## src/rtl/bist_pkg.sv

```systemverilog
// Shared BIST definitions: controller FSM states and default LFSR/MISR constants.
// Pure declarations; no logic, no timing.
package bist_pkg;

    typedef enum logic [1:0] {
        ST_IDLE = 2'd0,
        ST_SEED = 2'd1,
        ST_RUN  = 2'd2,
        ST_DONE = 2'd3
    } bist_state_e;

    localparam logic [7:0] DEF_LFSR_TAPS = 8'hB8;
    localparam logic [7:0] DEF_LFSR_SEED = 8'h01;
    localparam logic [3:0] DEF_MISR_POLY = 4'h9;

endpackage

```

## src/rtl/bist_shift_reg.sv

```systemverilog
// Shift register with parity feedback over MASK taps; a nonzero xor_i folds a response in (MISR use).
// Registered one-cycle update; shift_val_o is the combinational value the next shift would load.
module bist_shift_reg #(
    parameter int unsigned      WIDTH   = 8,
    parameter logic [WIDTH-1:0] MASK    = '1,
    parameter logic [WIDTH-1:0] RST_VAL = '0
) (
    input  logic             clk_i,
    input  logic             rst_i,
    input  logic             load_i,
    input  logic [WIDTH-1:0] load_val_i,
    input  logic             shift_i,
    input  logic [WIDTH-1:0] xor_i,
    output logic [WIDTH-1:0] q_o,
    output logic [WIDTH-1:0] shift_val_o
);

    logic [WIDTH-1:0] val_q;
    logic [WIDTH-1:0] val_d;
    logic [WIDTH-1:0] shift_val;

    always_comb begin
        shift_val = {val_q[WIDTH-2:0], ^(val_q & MASK)} ^ xor_i;
        val_d     = val_q;
        if (load_i) begin
            val_d = load_val_i;
        end else if (shift_i) begin
            val_d = shift_val;
        end
    end

    always_ff @(posedge clk_i) begin
        if (rst_i) begin
            val_q <= RST_VAL;
        end else begin
            val_q <= val_d;
        end
    end

    assign q_o         = val_q;
    assign shift_val_o = shift_val;

endmodule

```

## src/rtl/bist_controller.sv

```systemverilog
// LFSR-driven BIST session controller with MISR response compaction and golden-signature compare.
// start->done is NUM_PATTERNS+2 cycles; pause freezes the session in RUN, adding one cycle per paused cycle.
module bist_controller
    import bist_pkg::*;
#(
    parameter int unsigned      PAT_W        = 8,
    parameter int unsigned      RSP_W        = 4,
    parameter logic [PAT_W-1:0] LFSR_TAPS    = PAT_W'(DEF_LFSR_TAPS),
    parameter logic [PAT_W-1:0] LFSR_SEED    = PAT_W'(DEF_LFSR_SEED),
    parameter logic [RSP_W-1:0] MISR_POLY    = RSP_W'(DEF_MISR_POLY),
    parameter int unsigned      NUM_PATTERNS = 255,
    parameter logic [RSP_W-1:0] GOLDEN       = '0
) (
    input  logic                                clk,
    input  logic                                rst,
    input  logic                                start,
    input  logic                                pause,
    output logic [PAT_W-1:0]                    cut_pattern,
    input  logic [RSP_W-1:0]                    cut_response,
    output logic                                busy,
    output logic                                done,
    output logic                                pass,
    output logic [RSP_W-1:0]                    signature,
    output logic [$clog2(NUM_PATTERNS+1)-1:0]   pattern_count
);

    localparam int unsigned      CNT_W      = $clog2(NUM_PATTERNS + 1);
    localparam logic [CNT_W-1:0] LAST_COUNT = CNT_W'(NUM_PATTERNS - 1);

    if (LFSR_SEED == '0) begin : g_bad_seed
        $error("bist_controller: LFSR_SEED must be nonzero");
    end
    if (NUM_PATTERNS == 0) begin : g_bad_count
        $error("bist_controller: NUM_PATTERNS must be at least 1");
    end
    if (PAT_W < 2 || PAT_W > 32 || RSP_W < 2 || RSP_W > 32) begin : g_bad_width
        $error("bist_controller: PAT_W and RSP_W must be within 2..32");
    end

    bist_state_e      state_q, state_d;
    logic [CNT_W-1:0] count_q, count_d;
    logic             pass_q, pass_d;
    logic             seed_load;
    logic             run_step;
    logic [RSP_W-1:0] misr_next;
    logic [PAT_W-1:0] lfsr_next_unused;

    always_comb begin
        state_d   = state_q;
        count_d   = count_q;
        pass_d    = pass_q;
        seed_load = 1'b0;
        run_step  = 1'b0;
        unique case (state_q)
            ST_IDLE: begin
                if (start) state_d = ST_SEED;
            end
            ST_SEED: begin
                seed_load = 1'b1;
                count_d   = '0;
                pass_d    = 1'b0;
                state_d   = ST_RUN;
            end
            ST_RUN: begin
                if (!pause) begin
                    run_step = 1'b1;
                    count_d  = count_q + CNT_W'(1);
                    // Verdict is taken from the MISR value being written on the final edge.
                    if (count_q == LAST_COUNT) begin
                        state_d = ST_DONE;
                        pass_d  = (misr_next == GOLDEN);
                    end
                end
            end
            ST_DONE: begin
                if (start) begin
                    state_d = ST_SEED;
                    pass_d  = 1'b0;
                end
            end
            default: state_d = ST_IDLE;
        endcase
    end

    always_ff @(posedge clk) begin
        if (rst) begin
            state_q <= ST_IDLE;
            count_q <= '0;
            pass_q  <= 1'b0;
        end else begin
            state_q <= state_d;
            count_q <= count_d;
            pass_q  <= pass_d;
        end
    end

    bist_shift_reg #(
        .WIDTH   (PAT_W),
        .MASK    (LFSR_TAPS),
        .RST_VAL (LFSR_SEED)
    ) u_lfsr (
        .clk_i       (clk),
        .rst_i       (rst),
        .load_i      (seed_load),
        .load_val_i  (LFSR_SEED),
        .shift_i     (run_step),
        .xor_i       ({PAT_W{1'b0}}),
        .q_o         (cut_pattern),
        .shift_val_o (lfsr_next_unused)
    );

    bist_shift_reg #(
        .WIDTH   (RSP_W),
        .MASK    (MISR_POLY),
        .RST_VAL ({RSP_W{1'b0}})
    ) u_misr (
        .clk_i       (clk),
        .rst_i       (rst),
        .load_i      (seed_load),
        .load_val_i  ({RSP_W{1'b0}}),
        .shift_i     (run_step),
        .xor_i       (cut_response),
        .q_o         (signature),
        .shift_val_o (misr_next)
    );

    assign busy          = (state_q == ST_SEED) || (state_q == ST_RUN);
    assign done          = (state_q == ST_DONE);
    assign pass          = pass_q;
    assign pattern_count = count_q;

endmodule

```

## config.mk

```make
export PLATFORM = sky130hd
export DESIGN_NAME = bist_controller
export DESIGN_NICKNAME = d
export VERILOG_FILES = /design/src/rtl/bist_pkg.sv /design/src/rtl/bist_shift_reg.sv /design/src/rtl/bist_controller.sv
export SDC_FILE = /design/constraint.sdc
export NUM_CORES = 1
export LEC_CHECK = 0
export BUFFER_PORTS_ARGS = -buffer_cell sky130_fd_sc_hd__buf_2
export CAP_MARGIN = 20
export CELL_PAD_IN_SITES_DETAIL_PLACEMENT = 2
export CELL_PAD_IN_SITES_GLOBAL_PLACEMENT = 2
export CORE_MARGIN = 4
export CORE_UTILIZATION = 32
export DETAILED_ROUTE_END_ITERATION = 12
export PLACE_DENSITY_LB_ADDON = 0.12
export SLEW_MARGIN = 20
export SYNTH_ARGS = -nofsm -noshare
export SYNTH_HDL_FRONTEND = slang
export SYNTH_SLANG_ARGS = --single-unit
```

## constraint.sdc

```tcl
create_clock -name clk -period 4.76 [get_ports clk]
set_clock_uncertainty 0.2 [all_clocks]
set_input_delay 0.238 -clock clk [delete_from_list [all_inputs] [get_ports clk]]
set_output_delay 0.238 -clock clk [all_outputs]
set_load 0.02 [all_outputs]
```

==> impl_metrics.toml, run 1 <==
[global_routing]
antenna_found_initial = 0
grt_max_degree = 23
grt_pass1_wl_mm = 5.313
overflow = 0
grt_use_total_pct = 13.73
grt_pass1_vias = 1121

[clocking]
clkTransAtPathRegs_ns = 0.08
cts.sinks = 23
cts_buffer_depth = 2
cts_tree = "yes"
root_buffer = "clkbuf_8"
cts.hold.buffers_added = 0
htreeDepth = 1
cts_resized = 0
cts_made_buffers = 3
clk_latency_ns = 0.27
post_cts_buffers = 0

[drt]
drc_errors = 0
vias = 1060
drt-wirelength-per-cell_um = 15.61
wl_met3_um = 98
firstDrtPassIters = 3
wl_met1_mm = 1.424
antenna_left = 0
wl_met2_mm = 1.675
avgViaCountPerCell = 5.072
top_layer_used = "met4"
finalWirelength_mm = 3.263
drt-initial-drc-count = 31

[worst_setup_path]
crit_arrival_ns = 2.30
cp.buffers_inverters = 1
path_class = "reg -> reg"
cp_data_required_time_ns = 4.77
cp_cell_sequence = "inv_1 -> ha_1 -> nand2b_1 -> or4_1 -> a21oi_1"
cp.depth = 5
reg2regPathDepth = 5
r2r_slack_ns = 2.47
cpPeakStageDelay_ns = 0.69
crit_family = "simple AND/OR/NAND/NOR gates"
critPathLaunchType = "register"
r2r_start = "state_q[0]"
r2r_end = "pattern_count[5]"
cp_slowest_cell = "or4_1"
cp-end-kind = "register"
critPathMaxFanout = 22

[synth]
yosysMostFrequentCell = "nand2_1"
synth_area_leader_cell = "dfxtp_1"
synthCells = 141
synth_top_area_share_pct = 37.94
synth_nets = 156
synth_area_sq_um = 1214
synth_cell_types = 34
synth_ff_type = "dfxtp_1"
ys_async_sr_fraction_pct = 0
yosysWarnings = 0
synth_area_per_cell_sq_um = 8.608
synth.top_cells.by_count = "nand2_1, dfxtp_1, a21oi_1"
seq_area_frac_synth_pct = 37.94
ys_ff_latch = 23
synthTopCellsByArea = "dfxtp_1, nand2_1, ha_1"
synth-edff-count = 0

[timing]
fin_tns_setup_ns = 0
worst_pin_slew_ns = 0.9042
max_slew_margin_pct = 39.72
finalWorstPathRequiredPeriod_ns = 2.291
setup_viol = 0
post-route-period-util_pct = 48.12
rsz0062_at_grt = "no"
hold_viol = 0
drv_slew = 0
fmax_ghz = 0.4365
hold_slack_ns = 0.05417

[final_layout]
final_core_util_pct = 37.73
final_net_count = 177
drive_gt1_share_pct = 24.22
antenna_cells = 0
syn2layout_area_growth_pct = 13.81

[floorplan]
fp-row-count = 22
start_util_pct = 33.15
dieHeight_um = 69.59
coreArea_sq_um = 3661
design.die.area_sq_um = 4842
io_pins = 31
die_x_um = 69.59

[hold_path]
hold_class = "in -> reg"
hold_depth = 3
min_from = "start"
hold_end = "state_q[1]"

[power_and_ir_drop]
power_mw = 0.5691
p_leak_nw = 0.5514
p_per_area_nw_per_um2 = 412.0
peakVddDrop_uv = 193.9

[run]
maxCapViolCount = 0

[placement]
routabilityCongestion = 0.7233
port_buffers = 30
dp_hpwl_mm = 2.405

[run_status]
status = "finished, final reports clean"
[cells in the final DEF, fill, tap and decap left out, types with 2 or more instances in the layout]
| master | instances |
|---|---|
| nand3_1 | 2 |
| o311ai_0 | 2 |
| clkbuf_8 | 3 |
| a211oi_1 | 4 |
| a311oi_1 | 2 |
| buf_2 | 30 |
| inv_1 | 5 |
| o21ai_1 | 2 |
| dfxtp_1 | 23 |
| nand2_1 | 24 |
| nand2b_1 | 2 |
| nor2_1 | 11 |
| a211o_1 | 2 |
| a21oi_1 | 14 |
| ha_1 | 7 |
| or4_1 | 2 |
| xnor2_1 | 8 |
| or2_2 | 2 |
| or3_1 | 2 |
[per-layer routing]
metal,GRT usage (%),vias to the layer above
li1,-,517
met1,16.40,523
met2,23.62,16
met3,2.464,4
met4,6.508,0
met5,0,-
[state kept, by name, summed over array words and instances, names as in the netlist]
signal / cells
pass: 1
pattern_count: 8
state_q: 2
u_lfsr.q_o: 8
u_misr.q_o: 4
[worst register-to-register path: cells and delay by family (launching register included)]
kind            cells  cell delay [ns]
simple gates        2             1.19
flops               1             0.37
fa+ha+maj           1             0.22
compound gates      1             0.15
buf+inv             1             0.10
[power by group]
part | leakage, nW | total (mW) | switching [mW] | internal (mW)
sequential | 0.186 | 0.230 | 0.0194 | 0.211
combinational | 0.342 | 0.215 | 0.145 | 0.0706
clock | 0.0228 | 0.124 | 0.0640 | 0.0598
total | 0.551 | 0.569 | 0.228 | 0.341
[cell type report]
| type | count | area [sq um] |
|---|---|---|
| inverters | 5 | 18.77 |
| repair buffers | 30 | 150.1 |
| multi-input cells | 99 | 646.9 |
| well taps | 48 | 60.06 |
| flip-flops and latches | 23 | 460.4 |
| fillers | 427 | 2280 |
| clock buffers | 4 | 45.04 |
[kinds of logic after synthesis]
| logic type | count (synthesis) | synth area share (%) |
|---|---|---|
| buffers and inverters | 19 | 8.969 |
| xor gates and xnor gates | 8 | 5.773 |
| DFF | 23 | 37.94 |
| adders and majority gates | 7 | 7.216 |
| muxes | 1 | 0.9278 |
| and+or+nand+nor | 52 | 21.13 |
| AOI/OAI and AO/OA | 31 | 18.04 |
[how the worst max path moves through the flow]
stage / startpoint / to
finish: state_q[0] / pattern_count[5]
CTS: state_q[0] / pattern_count[2]
floorplan: state_q[0] / pattern_count[7]
global route: state_q[0] / pattern_count[5]
detailed placement: state_q[0] / pattern_count[2]
global placement: state_q[0] / pattern_count[2]
[stage by stage]
stage,std cells,instance area [sq um],setup WS [ns]
2_1_floorplan,141,1214,2.957
3_3_place_gp,205,1334,2.483
3_5_place_dp,205,1334,2.355
4_1_cts,209,1379,2.321
5_1_grt,209,1381,2.290
6_report,209,1381,2.469
Note: power is estimated with default switching activity, not from simulation.
==> run 2: changes to the inputs <==
Settings changed: CORE_UTILIZATION 32 to 27.
Clock period 4.76 ns to 2.05 ns, I/O delays scaled along.
==> run 2 against run 1 <==
Net effect: clock power rose by 130%; hold slack improved by 0.019 ns; via count rose by 2.7%; sequential share of layout area fell by 1.9 points; combinational power rose by 150%; clock-buffer cell count did not move.
==> impl_metrics.toml, run 2 (synthesis gave the netlist of run 1 again) <==
[drt]
drt-wirelength-per-cell_um = 14.11
avgViaCountPerCell = 4.905
drc_errors = 0
firstDrtPassIters = 3
finalWirelength_mm = 3.133
antenna_left = 0
drt-initial-drc-count = 39
vias = 1089

[worst_setup_path]
critPathLaunchType = "register"
crit_arrival_ns = 1.83
cp_cell_sequence = "inv_1 -> ha_1 -> nand2b_4 -> a2111oi_4 -> xnor2_1 -> nor3_2"
crit_family = "flip-flops"
cp_data_required_time_ns = 2.01
cp.buffers_inverters = 1
cpPeakStageDelay_ns = 0.42
cp_slowest_cell = "dfxtp_1"
path_class = "reg -> reg"
cp-end-kind = "register"
critPathMaxFanout = 8

[placement]
port_buffers = 30
dp_hpwl_mm = 2.333
dp_slack_ns = 0.1656
dp.cells = 213
routabilityCongestion = 0.7155

[clocking]
cts.sinks = 23
cts_buffer_depth = 2
htreeDepth = 1
cts_tree = "yes"
post_cts_buffers = 0
clk_latency_ns = 0.27
cts_made_buffers = 3
clkTransAtPathRegs_ns = 0.09
root_buffer = "clkbuf_8"

[final_layout]
mostFrequentLayoutCells = "buf_2, nand2_1, dfxtp_1"
regArea_sq_um = 460.4
final_net_count = 186
drive_gt1_share_pct = 25.29
antenna_cells = 0
multi_input_area_sq_um = 646.9
final_cells = 222
final_common_cell = "buf_2"
fillers = 497
syn2layout_area_growth_pct = 20.83

[global_routing]
grt.met2_usage_pct = 18.67
grt_pass1_wl_mm = 5.250
overflow = 0
antenna_found_initial = 0
grt_max_degree = 15
grt_use_total_pct = 12.24
met3_usage_pct = 2.136
gr-usage-met1_pct = 17.07
grt_pass1_vias = 1112
top_usage_layer = "met2"

[floorplan]
coreArea_sq_um = 4354
fp-row-count = 24
die_x_um = 75.05
design.die.area_sq_um = 5632
io_pins = 31
start_util_pct = 27.87
dieHeight_um = 75.05

[timing]
rsz0062_at_grt = "no"
finalWorstPathRequiredPeriod_ns = 1.872
setup_viol = 0
fin_ws_ns = 0.1776
post-route-period-util_pct = 91.34
hold_viol = 0
fmax_ghz = 0.5341
fin_tns_setup_ns = 0
drv_slew = 0
worst_pin_slew_ns = 0.4833
max_slew_margin_pct = 67.56

[power_and_ir_drop]
p_per_area_nw_per_um2 = 922.0
p_leak_nw = 0.5918
peakVddDrop_uv = 429.7
power_mw = 1.352

[hold_path]
hold_class = "in -> reg"

[run_status]
status = "finished, final reports clean"

[run]
maxCapViolCount = 0
==> run 2: changes by cell type in the layout (fill, tap and decap cells not counted) <==
cell,before,now
nand2b_2,0,1
nor2b_1,0,1
dlygate4sd3_1,0,5
nand2b_1,2,1
buf_4,0,4
nor2b_2,1,0
==> run 2: where the power goes <==
group	internal [mW]	switching [mW]
clock	0.139	0.151
combinational	0.192	0.338
sequential	0.489	0.0429
total	0.820	0.532
==> run 2: worst paths after layout <==
| kind | cells after the start | from | slack [ns] | to |
|---|---|---|---|---|
| worst max-delay path | 6 | state_q[0] | 0.18 | pattern_count[7] |
| worst min-delay path | 5 | pause | 0.07 | pattern_count[2] |
| worst max register to register | 6 | state_q[0] | 0.18 | pattern_count[7] |
| worst min register to register | 2 | u_lfsr.q_o[6] | 0.28 | u_lfsr.q_o[7] |
==> run 2: what timing repair did <==
item	in CTS	in global routing
endpoints found under the hold margin	7	0
setup endpoints to repair	0	3
resized for setup	0	1
hold buffers	5	0
==> run 2: final cells by class <==
cell class                      instances  share of cell area (%)
Multi-Input combinational cell         99                   44.11
Clock buffer                            4                   3.072
Sequential cell                        23                   31.40
Inverter                                5                   1.280
Timing Repair Buffer                   39                   15.70
Tap cell                               52                   4.437
==> run 2: per-layer routing <==
layer	vias to the layer above	routed length, um
li1	533	-
met1	529	1532
met2	23	1417
met3	4	152
met4	0	31
met5	-	0
==> run 2: metrics by stage <==
step	instance area [sq um]	util, %	hold slack (ns)
after floorplan	1214	-	0.06124
after global placement	1369	31.44	0.1981
after detailed placement	1369	31.44	0.2076
after CTS	1464	33.62	0.06644
after global routing	1466	33.68	0.1006
final	1466	33.68	0.07355
==> run 2: worst register-to-register path, stage by stage (launching register included) <==
cell and delay, ns:
dfxtp_1 0.42, inv_1 0.09, ha_1 0.26, nand2b_4 0.21, a2111oi_4 0.37, xnor2_1 0.17, nor3_2 0.05
==> run 3: changes to the inputs <==
Settings changed: BUFFER_PORTS_ARGS -buffer_cell sky130_fd_sc_hd__buf_2 to -buffer_cell sky130_fd_sc_hd__buf_4.
==> run 3 against run 2 <==
Net effect: die area unchanged; fmax up 1.3%; hold slack worse by 0.018 ns; sequential cell count unchanged; final cell count unchanged; worst setup slack better by 0.024 ns; non-clock buffer count unchanged; combinational power up 6.4%; clock-buffer cell count down 1; first-iteration DRC count up 2.6%; routed wire length up 5.4%; total power up 2.7%.
==> impl_metrics.toml, run 3 (synthesis gave the netlist of run 1 again) <==
[final_layout]
fillers = 504
final_core_util_pct = 35.43
drive_gt1_share_pct = 25.88
syn2layout_area_growth_pct = 27.11
regArea_sq_um = 460.4
antenna_cells = 0
mostFrequentLayoutCells = "buf_4, nand2_1, dfxtp_1"
final_net_count = 186
final_common_cell = "buf_4"
multi_input_area_sq_um = 646.9

[worst_setup_path]
critPathMaxFanout = 8
cp_data_required_time_ns = 2.01
crit_arrival_ns = 1.81
cp-end-kind = "register"
cp_slowest_cell = "dfxtp_1"
r2r_slack_ns = 0.20
path_class = "reg -> reg"
critPathLaunchType = "register"
cpPeakStageDelay_ns = 0.41
cp_cell_sequence = "inv_1 -> ha_1 -> nand2b_4 -> a2111oi_4 -> xnor2_1 -> nor3_2"

[floorplan]
fp-row-count = 24
coreArea_sq_um = 4354
die_x_um = 75.05
dieHeight_um = 75.05
design.die.area_sq_um = 5632
io_pins = 31
start_util_pct = 27.87

[power_and_ir_drop]
power_mw = 1.389
p_leak_nw = 0.6008
p_per_area_nw_per_um2 = 900.2
peakVddDrop_uv = 383.3

[timing]
setup_viol = 0
post-route-period-util_pct = 90.15
fmax_ghz = 0.5411
fin_tns_setup_ns = 0
worst_pin_slew_ns = 0.4408
rsz0062_at_grt = "no"
finalWorstPathRequiredPeriod_ns = 1.848
hold_viol = 0
max_slew_margin_pct = 70.42
drv_slew = 0

[global_routing]
grt_pass1_wl_mm = 5.471
grt_max_degree = 15
grt_pass1_vias = 1130
overflow = 0
grt_use_total_pct = 12.46
antenna_found_initial = 0

[drt]
drc_errors = 0
avgViaCountPerCell = 4.896
vias = 1087
finalWirelength_mm = 3.303
drt-initial-drc-count = 40
drt-wirelength-per-cell_um = 14.88
antenna_left = 0
firstDrtPassIters = 3

[placement]
port_buffers = 30
routabilityCongestion = 0.7432
dp_hpwl_mm = 2.469

[clocking]
root_buffer = "clkbuf_8"
clkTransAtPathRegs_ns = 0.09
cts_tree = "yes"
cts_buffer_depth = 2
cts_made_buffers = 3
cts.sinks = 23
post_cts_buffers = 0
htreeDepth = 1
clk_latency_ns = 0.26

[hold_path]
hold_class = "in -> reg"

[run_status]
status = "finished, final reports clean"

[run]
maxCapViolCount = 0
-- run 3: final timing paths --
kind / from / end / depth (start not counted)
max: state_q[0] / pattern_count[7] / 6
min: cut_response[0] / u_misr.q_o[0] / 4
max reg2reg: state_q[0] / pattern_count[7] / 6
min reg2reg: u_lfsr.q_o[2] / u_lfsr.q_o[2] / 2
-- run 3: layer usage --
| layer | wire length [um] | vias to the layer above | share of wire [%] | GRT usage, % |
|---|---|---|---|---|
| met2 | 1663 | 23 | 50 | 21.76 |
| met1 | 1484 | 528 | 45 | 15.73 |
| li1 | - | 534 | - | - |
| met4 | 15 | 0 | 0.45 | 1.779 |
| met3 | 140 | 2 | 4.2 | 3.204 |
| met5 | 0 | - | 0 | 0 |
-- run 3: stage by stage --
step | cell area, sq um | setup WS (ns) | cells | hold slack [ns]
2_1_floorplan | 1214 | 0.2470 | 141 | 0.06124
4_1_cts | 1540 | 0.1338 | 222 | 0.05250
3_3_place_gp | 1444 | 0.2571 | 213 | 0.1863
3_5_place_dp | 1444 | 0.1585 | 213 | 0.1967
5_1_grt | 1543 | 0.04835 | 222 | 0.1216
6_report | 1543 | 0.2019 | 222 | 0.05516
-- run 3: power by group --
part	internal, mW	switching (mW)	total (mW)
sequential	0.489	0.0452	0.534
clock	0.136	0.154	0.290
combinational	0.221	0.343	0.564
total	0.846	0.543	1.39
-- run 3: final cells by class --
| cell class | count | area share, % |
|---|---|---|
| Multi-Input combinational cell | 99 | 41.93 |
| Sequential cell | 23 | 29.85 |
| Timing Repair Buffer | 39 | 19.79 |
| Tap cell | 52 | 4.217 |
| Clock buffer | 3 | 2.676 |
| Inverter | 5 | 1.217 |
| Clock inverter | 1 | 0.3244 |
-- run 3: critical path, delay by kind of cell (launching register included) --
kind,cells,cell delay [ns]
and+or+nand+nor,2,0.26
DFF,1,0.41
xor gates and xnor gates,1,0.17
AOI/OAI and AO/OA,1,0.36
buffers and inverters,1,0.09
adders and majority gates,1,0.26
-- run 3: timing repair --
| item | 4_1_cts | 5_1_grt |
|---|---|---|
| gates resized for setup | 0 | 1 |
| hold buffers | 5 | 0 |
| endpoints found under the setup margin | 0 | 2 |
| hold endpoints to repair | 13 | 0 |
